File: config.mk
export PLATFORM = sky130hd
export DESIGN_NAME = packet_replicator
export DESIGN_NICKNAME = d
export VERILOG_FILES = /design/src/rtl/packet_replicator_pkg.sv /design/src/rtl/packet_replicator_stats.sv /design/src/rtl/packet_replicator.sv
export SDC_FILE = /design/constraint.sdc
export NUM_CORES = 1
export LEC_CHECK = 0
export BUFFER_PORTS_ARGS = -buffer_cell sky130_fd_sc_hd__buf_2
export CORE_AREA = 4 4 424 426
export DETAILED_ROUTE_END_ITERATION = 6
export DIE_AREA = 0 0 428 430
export GPL_ROUTABILITY_DRIVEN = 1
export SYNTH_ARGS = -nofsm -noshare
export SYNTH_HDL_FRONTEND = slang
export SYNTH_HIERARCHICAL = 1
export SYNTH_SLANG_ARGS = --single-unit
File: constraint.sdc
create_clock -name axi_aclk -period 2.5 [get_ports axi_aclk]
set_input_delay 0.25 -clock axi_aclk [delete_from_list [all_inputs] [get_ports axi_aclk]]
set_output_delay 0.25 -clock axi_aclk [all_outputs]
set_load 0.05 [all_outputs]
File: src/rtl/packet_replicator_pkg.sv
// Shared types and default sizes for the packet replicator and its statistics bank.
package packet_replicator_pkg;

  localparam int DEF_DATA_WIDTH  = 256;
  localparam int DEF_TUSER_WIDTH = 128;
  localparam int DEF_CNT_WIDTH   = 32;
  localparam int MAX_OUTPUTS     = 16;

  typedef enum logic [1:0] {
    ST_SOP  = 2'd0,
    ST_MID  = 2'd1,
    ST_DROP = 2'd2
  } rep_state_e;

endpackage

File: src/rtl/packet_replicator_stats.sv
// Per-output packet-delivered and packet-dropped counters; wrap modulo 2^CNT_WIDTH.
module replicator_stats
  import packet_replicator_pkg::*;
#(
  parameter int NUM_OUTPUTS = 4,
  parameter int CNT_WIDTH   = DEF_CNT_WIDTH
) (
  input  logic                             clk_i,
  input  logic                             rst_ni,
  input  logic [NUM_OUTPUTS-1:0]           pkt_inc_i,
  input  logic [NUM_OUTPUTS-1:0]           drop_inc_i,
  output logic [NUM_OUTPUTS*CNT_WIDTH-1:0] pkt_count_o,
  output logic [NUM_OUTPUTS*CNT_WIDTH-1:0] drop_count_o
);

  localparam logic [CNT_WIDTH-1:0] CNT_ONE = {{(CNT_WIDTH-1){1'b0}}, 1'b1};

  for (genvar g = 0; g < NUM_OUTPUTS; g++) begin : g_cnt
    logic [CNT_WIDTH-1:0] pkt_q;
    logic [CNT_WIDTH-1:0] drop_q;

    always_ff @(posedge clk_i or negedge rst_ni) begin
      if (!rst_ni) begin
        pkt_q  <= '0;
        drop_q <= '0;
      end else begin
        if (pkt_inc_i[g])  pkt_q  <= pkt_q + CNT_ONE;
        if (drop_inc_i[g]) drop_q <= drop_q + CNT_ONE;
      end
    end

    assign pkt_count_o[g*CNT_WIDTH +: CNT_WIDTH]  = pkt_q;
    assign drop_count_o[g*CNT_WIDTH +: CNT_WIDTH] = drop_q;
  end

endmodule

File: src/rtl/packet_replicator.sv
// Forks one AXI4-Stream ingress into NUM_OUTPUTS egress streams with per-packet output selection.
// Optional statistics counters are enabled by defining PACKET_REPLICATOR_STATS_EN.
module packet_replicator
  import packet_replicator_pkg::*;
#(
  parameter int C_AXIS_DATA_WIDTH  = DEF_DATA_WIDTH,
  parameter int C_AXIS_TUSER_WIDTH = DEF_TUSER_WIDTH,
  parameter int NUM_OUTPUTS        = 4,
  parameter int CNT_WIDTH          = DEF_CNT_WIDTH
) (
  input  logic                             axi_aclk,
  input  logic                             axi_aresetn,
  input  logic [C_AXIS_DATA_WIDTH-1:0]     s_axis_tdata,
  input  logic [C_AXIS_DATA_WIDTH/8-1:0]   s_axis_tstrb,
  input  logic [C_AXIS_TUSER_WIDTH-1:0]    s_axis_tuser,
  input  logic                             s_axis_tvalid,
  output logic                             s_axis_tready,
  input  logic                             s_axis_tlast,
  output logic [C_AXIS_DATA_WIDTH-1:0]     m_axis_tdata,
  output logic [C_AXIS_DATA_WIDTH/8-1:0]   m_axis_tstrb,
  output logic [C_AXIS_TUSER_WIDTH-1:0]    m_axis_tuser,
  output logic                             m_axis_tlast,
  output logic [NUM_OUTPUTS-1:0]           m_axis_tvalid,
  input  logic [NUM_OUTPUTS-1:0]           m_axis_tready,
  input  logic [NUM_OUTPUTS-1:0]           out_en,
  input  logic [NUM_OUTPUTS-1:0]           lossy_mask,
  output logic [NUM_OUTPUTS*CNT_WIDTH-1:0] pkt_count,
  output logic [NUM_OUTPUTS*CNT_WIDTH-1:0] drop_count
);

  if (NUM_OUTPUTS < 1 || NUM_OUTPUTS > MAX_OUTPUTS) begin : g_bad_cfg
    $error("packet_replicator: NUM_OUTPUTS out of range");
  end

  rep_state_e                      state_q, state_d;
  logic                            hold_valid_q, hold_valid_d;
  logic [NUM_OUTPUTS-1:0]          pend_q, pend_d;
  logic [NUM_OUTPUTS-1:0]          act_mask_q, act_mask_d;
  logic [C_AXIS_DATA_WIDTH-1:0]    data_q;
  logic [C_AXIS_DATA_WIDTH/8-1:0]  strb_q;
  logic [C_AXIS_TUSER_WIDTH-1:0]   user_q;
  logic                            last_q;

  logic [NUM_OUTPUTS-1:0] pend_left;
  logic [NUM_OUTPUTS-1:0] sop_mask;
  logic [NUM_OUTPUTS-1:0] load_mask;
  logic                   ready_int;
  logic                   in_acc;
  logic                   load;

  // Outputs still owed the held beat after this cycle's handshakes.
  assign pend_left = hold_valid_q ? (pend_q & ~m_axis_tready) : '0;
  assign sop_mask  = out_en & ~(lossy_mask & ~m_axis_tready);
  assign ready_int = (state_q == ST_DROP) | ~hold_valid_q | (pend_left == '0);
  assign in_acc    = s_axis_tvalid & ready_int;

  always_comb begin
    state_d    = state_q;
    act_mask_d = act_mask_q;
    load       = 1'b0;
    load_mask  = act_mask_q;
    unique case (state_q)
      ST_SOP: begin
        if (in_acc) begin
          if (sop_mask != '0) begin
            load       = 1'b1;
            load_mask  = sop_mask;
            act_mask_d = sop_mask;
            if (!s_axis_tlast) state_d = ST_MID;
          end else if (!s_axis_tlast) begin
            state_d = ST_DROP;
          end
        end
      end
      ST_MID: begin
        if (in_acc) begin
          load = 1'b1;
          if (s_axis_tlast) state_d = ST_SOP;
        end
      end
      ST_DROP: begin
        if (in_acc && s_axis_tlast) state_d = ST_SOP;
      end
      default: state_d = ST_SOP;
    endcase

    // A new beat may replace the held one in the cycle its last pend bit clears.
    if (load) begin
      pend_d       = load_mask;
      hold_valid_d = 1'b1;
    end else begin
      pend_d       = pend_left;
      hold_valid_d = |pend_left;
    end
  end

  always_ff @(posedge axi_aclk or negedge axi_aresetn) begin
    if (!axi_aresetn) begin
      state_q      <= ST_SOP;
      hold_valid_q <= 1'b0;
      pend_q       <= '0;
      act_mask_q   <= '0;
      data_q       <= '0;
      strb_q       <= '0;
      user_q       <= '0;
      last_q       <= 1'b0;
    end else begin
      state_q      <= state_d;
      hold_valid_q <= hold_valid_d;
      pend_q       <= pend_d;
      act_mask_q   <= act_mask_d;
      if (load) begin
        data_q <= s_axis_tdata;
        strb_q <= s_axis_tstrb;
        user_q <= s_axis_tuser;
        last_q <= s_axis_tlast;
      end
    end
  end

  assign s_axis_tready = ready_int;
  assign m_axis_tdata  = data_q;
  assign m_axis_tstrb  = strb_q;
  assign m_axis_tuser  = user_q;
  assign m_axis_tlast  = last_q;
  assign m_axis_tvalid = pend_q & {NUM_OUTPUTS{hold_valid_q}};

`ifdef PACKET_REPLICATOR_STATS_EN
  logic [NUM_OUTPUTS-1:0] pkt_inc;
  logic [NUM_OUTPUTS-1:0] drop_inc;

  assign pkt_inc  = m_axis_tvalid & m_axis_tready & {NUM_OUTPUTS{last_q}};
  assign drop_inc = (state_q == ST_SOP && in_acc) ? (out_en & lossy_mask & ~m_axis_tready) : '0;

  replicator_stats #(
    .NUM_OUTPUTS (NUM_OUTPUTS),
    .CNT_WIDTH   (CNT_WIDTH)
  ) u_stats (
    .clk_i        (axi_aclk),
    .rst_ni       (axi_aresetn),
    .pkt_inc_i    (pkt_inc),
    .drop_inc_i   (drop_inc),
    .pkt_count_o  (pkt_count),
    .drop_count_o (drop_count)
  );
`else
  assign pkt_count  = '0;
  assign drop_count = '0;
`endif

endmodule

==> reports/qor.csv, run 1 <==
metric;value;unit
syn_inst;1211;
synth_edf_count;0;
drc;0;
wire_per_inst;25.13;um
hold_slack;178.8;ps
cts_made_buffers;57;
globalplace.congestion;0.7666;
fin_crit;2386;ps
place_area;24470;um^2
clk_pin_slew;70;ps
finalInstanceArea;31040;um^2
finalClockSkew;36.99;ps
mostFrequentLayoutCells;buf_2 (852), dlygate4sd3_1 (436), dfrtp_1 (428), conb_1 (256), mux2_1 (224);
switching_share;53.04;%
grt_pass1_wl;160300;um
dp.cells;4401;
period_share;95.43;%
cts_resized;0;
avgViaCountPerCell;2.952;
drive_gt1_share;45.73;%
p_seq_share;26.4;%
layout_commonest_cell;buf_2;
post_cts_buffers;0;
yosysUniqueCellTypes;24;
setup_violations;0;
drtIter0Drc;553;
cp.arrival;2950;ps
yosysWarnings;6;
die_area;184000;um^2
slowest_stage;dlygate4sd3_1;
final_nets;2988;
drt-total-wl;126500;um
syn_area_per_cell;14.99;um^2
rsz0062_at_grt;false;
max_slew_margin;45.72;%
syn_area;18150;um^2
setup_ws;114.3;ps
power;43.58;mW
maxSlewViolCount;0;
grt_antenna_before_repair;176;
grt_usage;13.19;%
coreArea;175700;um^2
stdcell_count;5033;
dieWidth;428;um
hold_viol_final;0;
drtPass1Iterations;5;
rows;154;
final_util;17.66;%
start_util;10.33;%
end_kind;register;
synthTopCellsByArea;dfrtp_1 (59%), mux2_1 (14%), mux2_2 (12%);
vias;14860;
grt_pass1_vias;15320;
vdd_ir_drop_max;0.6904;mV
synth_top_area_share;59.01;%
ys_seq_area_share;59.01;%
pwr-share-comb;53.6;%
htreeDepth;2;
postSynth.asyncResetShare;100.0;%
worst_pin_slew;814.2;ps
syn2layout_area_growth;71.04;%
worst_hold_path_type;primary input to asynchronous set/reset pin;
crit_path_frequent_cell;dlygate4sd3_1;
worstSetupStartpointType;primary input;
synth-main-ff-cell;dfrtp_1;
timing_worst_setup_path_type;primary input to register;
maxCapViolCount;0;
max_stage_delay;600;ps
crit_family;buffers and inverters;
hpwl;110700;um
pre_cts_slack;125.0;ps
cts.sink_count;428;
cts_buffer_depth;3;
cts_tree;yes;
ant_nets;0;
synth-seq-cells;428;
cts-root-buf;clkbuf_16;
clkLatencyLatePin;710;ps
clockPowerShare;20.0;%
n_fill_cell;19430;
powerDensity;1404;nW/um^2
tns;0;ps
outcome;completed;
cp_max_fo;4;
grt_max_degree;68;
ios;1110;
yosys.area.top_type;dfrtp_1;
required;3060;ps
p_leak;14.09;nW
critPathBufInv;4;
intPower;20.46;mW
port_buffers;853;
crit_path_cell_trace;dlygate4sd3_1 > buf_2 > nand2b_1 > a22o_1 > or2_2 > o211ai_1 > buf_4 > o22ai_1 > dlygate4sd3_1;
grt_overflow;0;
die_y;430;um
timing.fmax;419.2;MHz
p_switching;23.12;mW
[flip-flops by register name, indices dropped and copies added, names as in the netlist]
signal and flops:
act_mask_q 4, hold_valid_q 1, m_axis_tdata 256, m_axis_tlast 1, m_axis_tstrb 32, m_axis_tuser 128, pend_q 4, state_q 2
[power by group through the flow]
stage          sequential (mW)  combinational, mW  clock [mW]
2_1_floorplan             21.9               5.16           0
3_3_place_gp              11.5               23.2           0
3_5_place_dp              11.6               23.4           0
4_1_cts                   11.5               24.2        9.09
5_1_grt                   11.9               24.2        9.31
6_report                  11.5               23.3        8.71
[layout make-up]
class | count | area (um^2) | area share, %
Tap cell | 2340 | 2928 | 9.432
Clock buffer | 73 | 1567 | 5.047
Sequential cell | 428 | 10710 | 34.50
Antenna cell | 91 | 227.7 | 0.7336
Timing Repair Buffer | 1333 | 9186 | 29.59
Clock inverter | 32 | 409.1 | 1.318
Inverter | 9 | 33.78 | 0.1088
Multi-Input combinational cell | 727 | 5979 | 19.26
[per-layer routing]
metal  share of wire [%]  GRT usage, %
met1                  37         14.36
met5                0.39             0
met4                 2.2         3.061
met2                  52         23.82
met3                 9.1         5.326
[repair_timing]
action                                  in CTS  in global routing
endpoints found under the setup margin       0                  0
endpoints found under the hold margin      477                  0
hold buffers                               436                  0
[worst register-to-register path, stage by stage (launching register included)]
cell and delay [ps]:
dfrtp_1 380, nor2b_1 160, o41ai_4 350, nand2_1 150, a21oi_4 280, buf_12 250, buf_12 290, mux2_1 380
[path summary, 6_finish.rpt]
path,from,to,slack [ps],cells past startpoint
worst max-delay path,m_axis_tready[2],pend_q[1]$_DFF_PN0_,110,9
worst max register to register,pend_q[1]$_DFF_PN0_,m_axis_tdata[140]$_DFFE_PN0P_,120,7
worst min-delay path,axi_aresetn,m_axis_tdata[123]$_DFFE_PN0P_,180,2
worst min register to register,m_axis_tdata[95]$_DFFE_PN0P_,m_axis_tdata[95]$_DFFE_PN0P_,480,1
min in group axi_aclk,lossy_mask[0],hold_valid_q$_DFF_PN0_,260,6
max in group asynchronous,axi_aresetn,m_axis_tdata[36]$_DFFE_PN0P_,1460,3
[cells by family (layout without fill, tap and decap cells)]
family	after synthesis	in the layout	synth area share [%]
AO/OA/AOI/OAI	24	24	0.9376
buffers and inverters	311	1447	13.37
flip-flops	428	428	59.01
multiplexers	417	417	25.87
other	1	347	0.02066
AND/OR/NAND/NOR	30	30	0.7791
[synthesized netlist by cell type (4+ instances only)]
cell type / n
dfrtp_1: 428
a21oi_1: 7
mux2_2: 193
mux2_1: 224
buf_2: 8
buf_8: 12
nand2b_1: 4
nor2_1: 7
o22ai_1: 8
buf_6: 15
nand2_1: 11
buf_4: 267
inv_1: 9
nor2b_1: 5
Note: power is estimated with default switching activity, not from simulation.
==> run 2: changes to the inputs <==
Settings changed: CORE_AREA 4 4 424 426 to 2 2 435 437, DIE_AREA 0 0 428 430 to 0 0 437 439.
==> run 2 against run 1 <==
Against the previous run:
- non-clock buffer count decreased by 3
- utilization down 0.87 points
- clock skew is 11 ps higher
- power is 1.5% higher
- via count increased by 1.6%
- first-iteration DRC count increased by 7.1%
- clock power grew 7.7%
- die area up 4.2%
- sequential share of layout area decreased by 0.40 points
- largest cell class unchanged
==> reports/qor.csv, run 2 (same netlist as run 1, synthesis figures left out) <==
metric;value;unit;change
outcome;completed;;
hpwl;113100;um;+2.3%
wl_met3;12530;um;+8.8%
cts.sink_count;428;;unchanged
globalplace.congestion;0.7751;;+1.1%
timing_worst_setup_path_type;register to primary output;;
grt_overflow;0;;unchanged
cp.arrival;2130;ps;-820 ps
p_leak;14.15;nW;+0.40%
die_area;191800;um^2;+4.2%
stdcell_count;5188;;+3.1%
mostFrequentLayoutCells;buf_2 (851), dlygate4sd3_1 (436), dfrtp_1 (428), conb_1 (256), mux2_1 (224);;
avgViaCountPerCell;2.908;;-1.5%
worst_pin_slew;727.2;ps;-87.05 ps
vdd_ir_drop_max;0.6752;mV;-2.2%
grt_pass1_wl;159800;um;-0.36%
cp_max_fo;5;;+1
layout_commonest_cell;buf_2;;
slowest_stage;dfrtp_1;;
grt_antenna_before_repair;210;;+19%
cts_tree;yes;;
hold_slack;110.3;ps;-68.47 ps
period_share;95.06;%;-0.36 points
critPathBufInv;2;;-2
dieWidth;437;um;+2.1%
dp.cells;4553;;+3.5%
finalClockSkew;48.09;ps;+11.09 ps
hold_viol_final;0;;unchanged
rsz0062_at_grt;false;;
port_buffers;853;;unchanged
clkLatencyLatePin;710;ps;about the same
drive_gt1_share;45.72;%;about the same
vias;15090;;+1.6%
grt_pass1_vias;14820;;-3.3%
cts_buffer_depth;3;;unchanged
required;2250;ps;-810 ps
htreeDepth;2;;unchanged
drt-total-wl;129900;um;+2.7%
worstSetupStartpointType;register;;
powerDensity;1408;nW/um^2;+0.30%
n_fill_cell;20750;;+6.8%
rows;159;;+3.2%
wl_met1;47600;um;+2.5%
start_util;9.705;%;-0.62 points
final_nets;2988;;unchanged
grt_usage;12.97;%;-0.22 points
ios;1110;;unchanged
fin_crit;2377;ps;-9.121 ps
max_stage_delay;380;ps;-220 ps
crit_family;compound AO/OA/AOI/OAI gates;;
worst_hold_path_type;primary input to asynchronous set/reset pin;;
grt_max_degree;76;;+12%
cts_made_buffers;60;;+5.3%
post_cts_buffers;0;;unchanged
setup_violations;0;;unchanged
ant_nets;0;;unchanged
end_kind;primary output;;
drtPass1Iterations;4;;-1
drc;0;;unchanged
die_y;439;um;+2.1%
largest_reg_flops;256;;unchanged
top_layer_used;met5;;
syn2layout_area_growth;73.03;%;
cts-root-buf;clkbuf_16;;
met2_wirelength;61270;um;-6.2%
tns;0;ps;unchanged
drtIter0Drc;592;;+7.1%
max_slew_margin;51.52;%;+5.8 points
crit_path_cell_trace;nor2b_1 > o41ai_4 > buf_4 > a21o_1 > buf_6;;
coreArea;187000;um^2;+6.4%
maxCapViolCount;0;;unchanged
clk_pin_slew;60;ps;about the same
maxSlewViolCount;0;;unchanged
power;44.22;mW;+1.5%
wire_per_inst;25.05;um;-0.33%
timing.fmax;420.8;MHz;+0.38%
## run 2: path summary, 6_finish.rpt
path	startpoint	end	slack (ps)	depth (start not counted)
setup / recovery	pend_q[1]$_DFF_PN0_	s_axis_tready	120	5
min in group axi_aclk	lossy_mask[0]	hold_valid_q$_DFF_PN0_	220	6
setup reg to reg	pend_q[1]$_DFF_PN0_	m_axis_tdata[138]$_DFFE_PN0P_	130	8
max in group asynchronous	axi_aresetn	m_axis_tdata[39]$_DFFE_PN0P_	1430	3
hold reg to reg	m_axis_tdata[113]$_DFFE_PN0P_	m_axis_tdata[113]$_DFFE_PN0P_	480	1
hold / removal	axi_aresetn	m_axis_tdata[168]$_DFFE_PN0P_	110	2
## run 2: timing repair
action	4_1_cts	5_1_grt
endpoints found under the setup margin	1	0
hold buffers	436	0
hold endpoints to repair	494	0
gates resized for setup	2	0
## run 2: metal layers
layer,vias up,global-route usage [%]
li1,6470,-
met1,7463,14.16
met2,691,21.05
met3,316,5.752
met4,148,7.047
met5,-,0
## run 2: layout make-up
type,count,area (um^2),area share (%)
clock inverter,34,506.7,1.614
antenna,86,215.2,0.6853
tap,2495,3122,9.941
clock buffer,79,1653,5.263
multi-input combinational,727,5979,19.04
sequential,428,10710,34.11
timing repair buffer,1330,9183,29.24
inverter,9,33.78,0.1076
## run 2: through the flow
step	cell area [um^2]	worst slack [ps]	utilization [%]
after floorplan	19110	424.8	-
after global placement	24660	128.4	13.19
after detailed placement	24660	123.2	13.19
after CTS	31190	0.2465	16.68
after global routing	31340	22.05	16.76
final	31400	123.5	16.79
## run 2: power by group
part,internal (mW),leakage [nW],switching [mW]
Clock,5.63,1.03,3.75
Combinational,5.47,8.11,17.8
Sequential,9.95,5.00,1.59
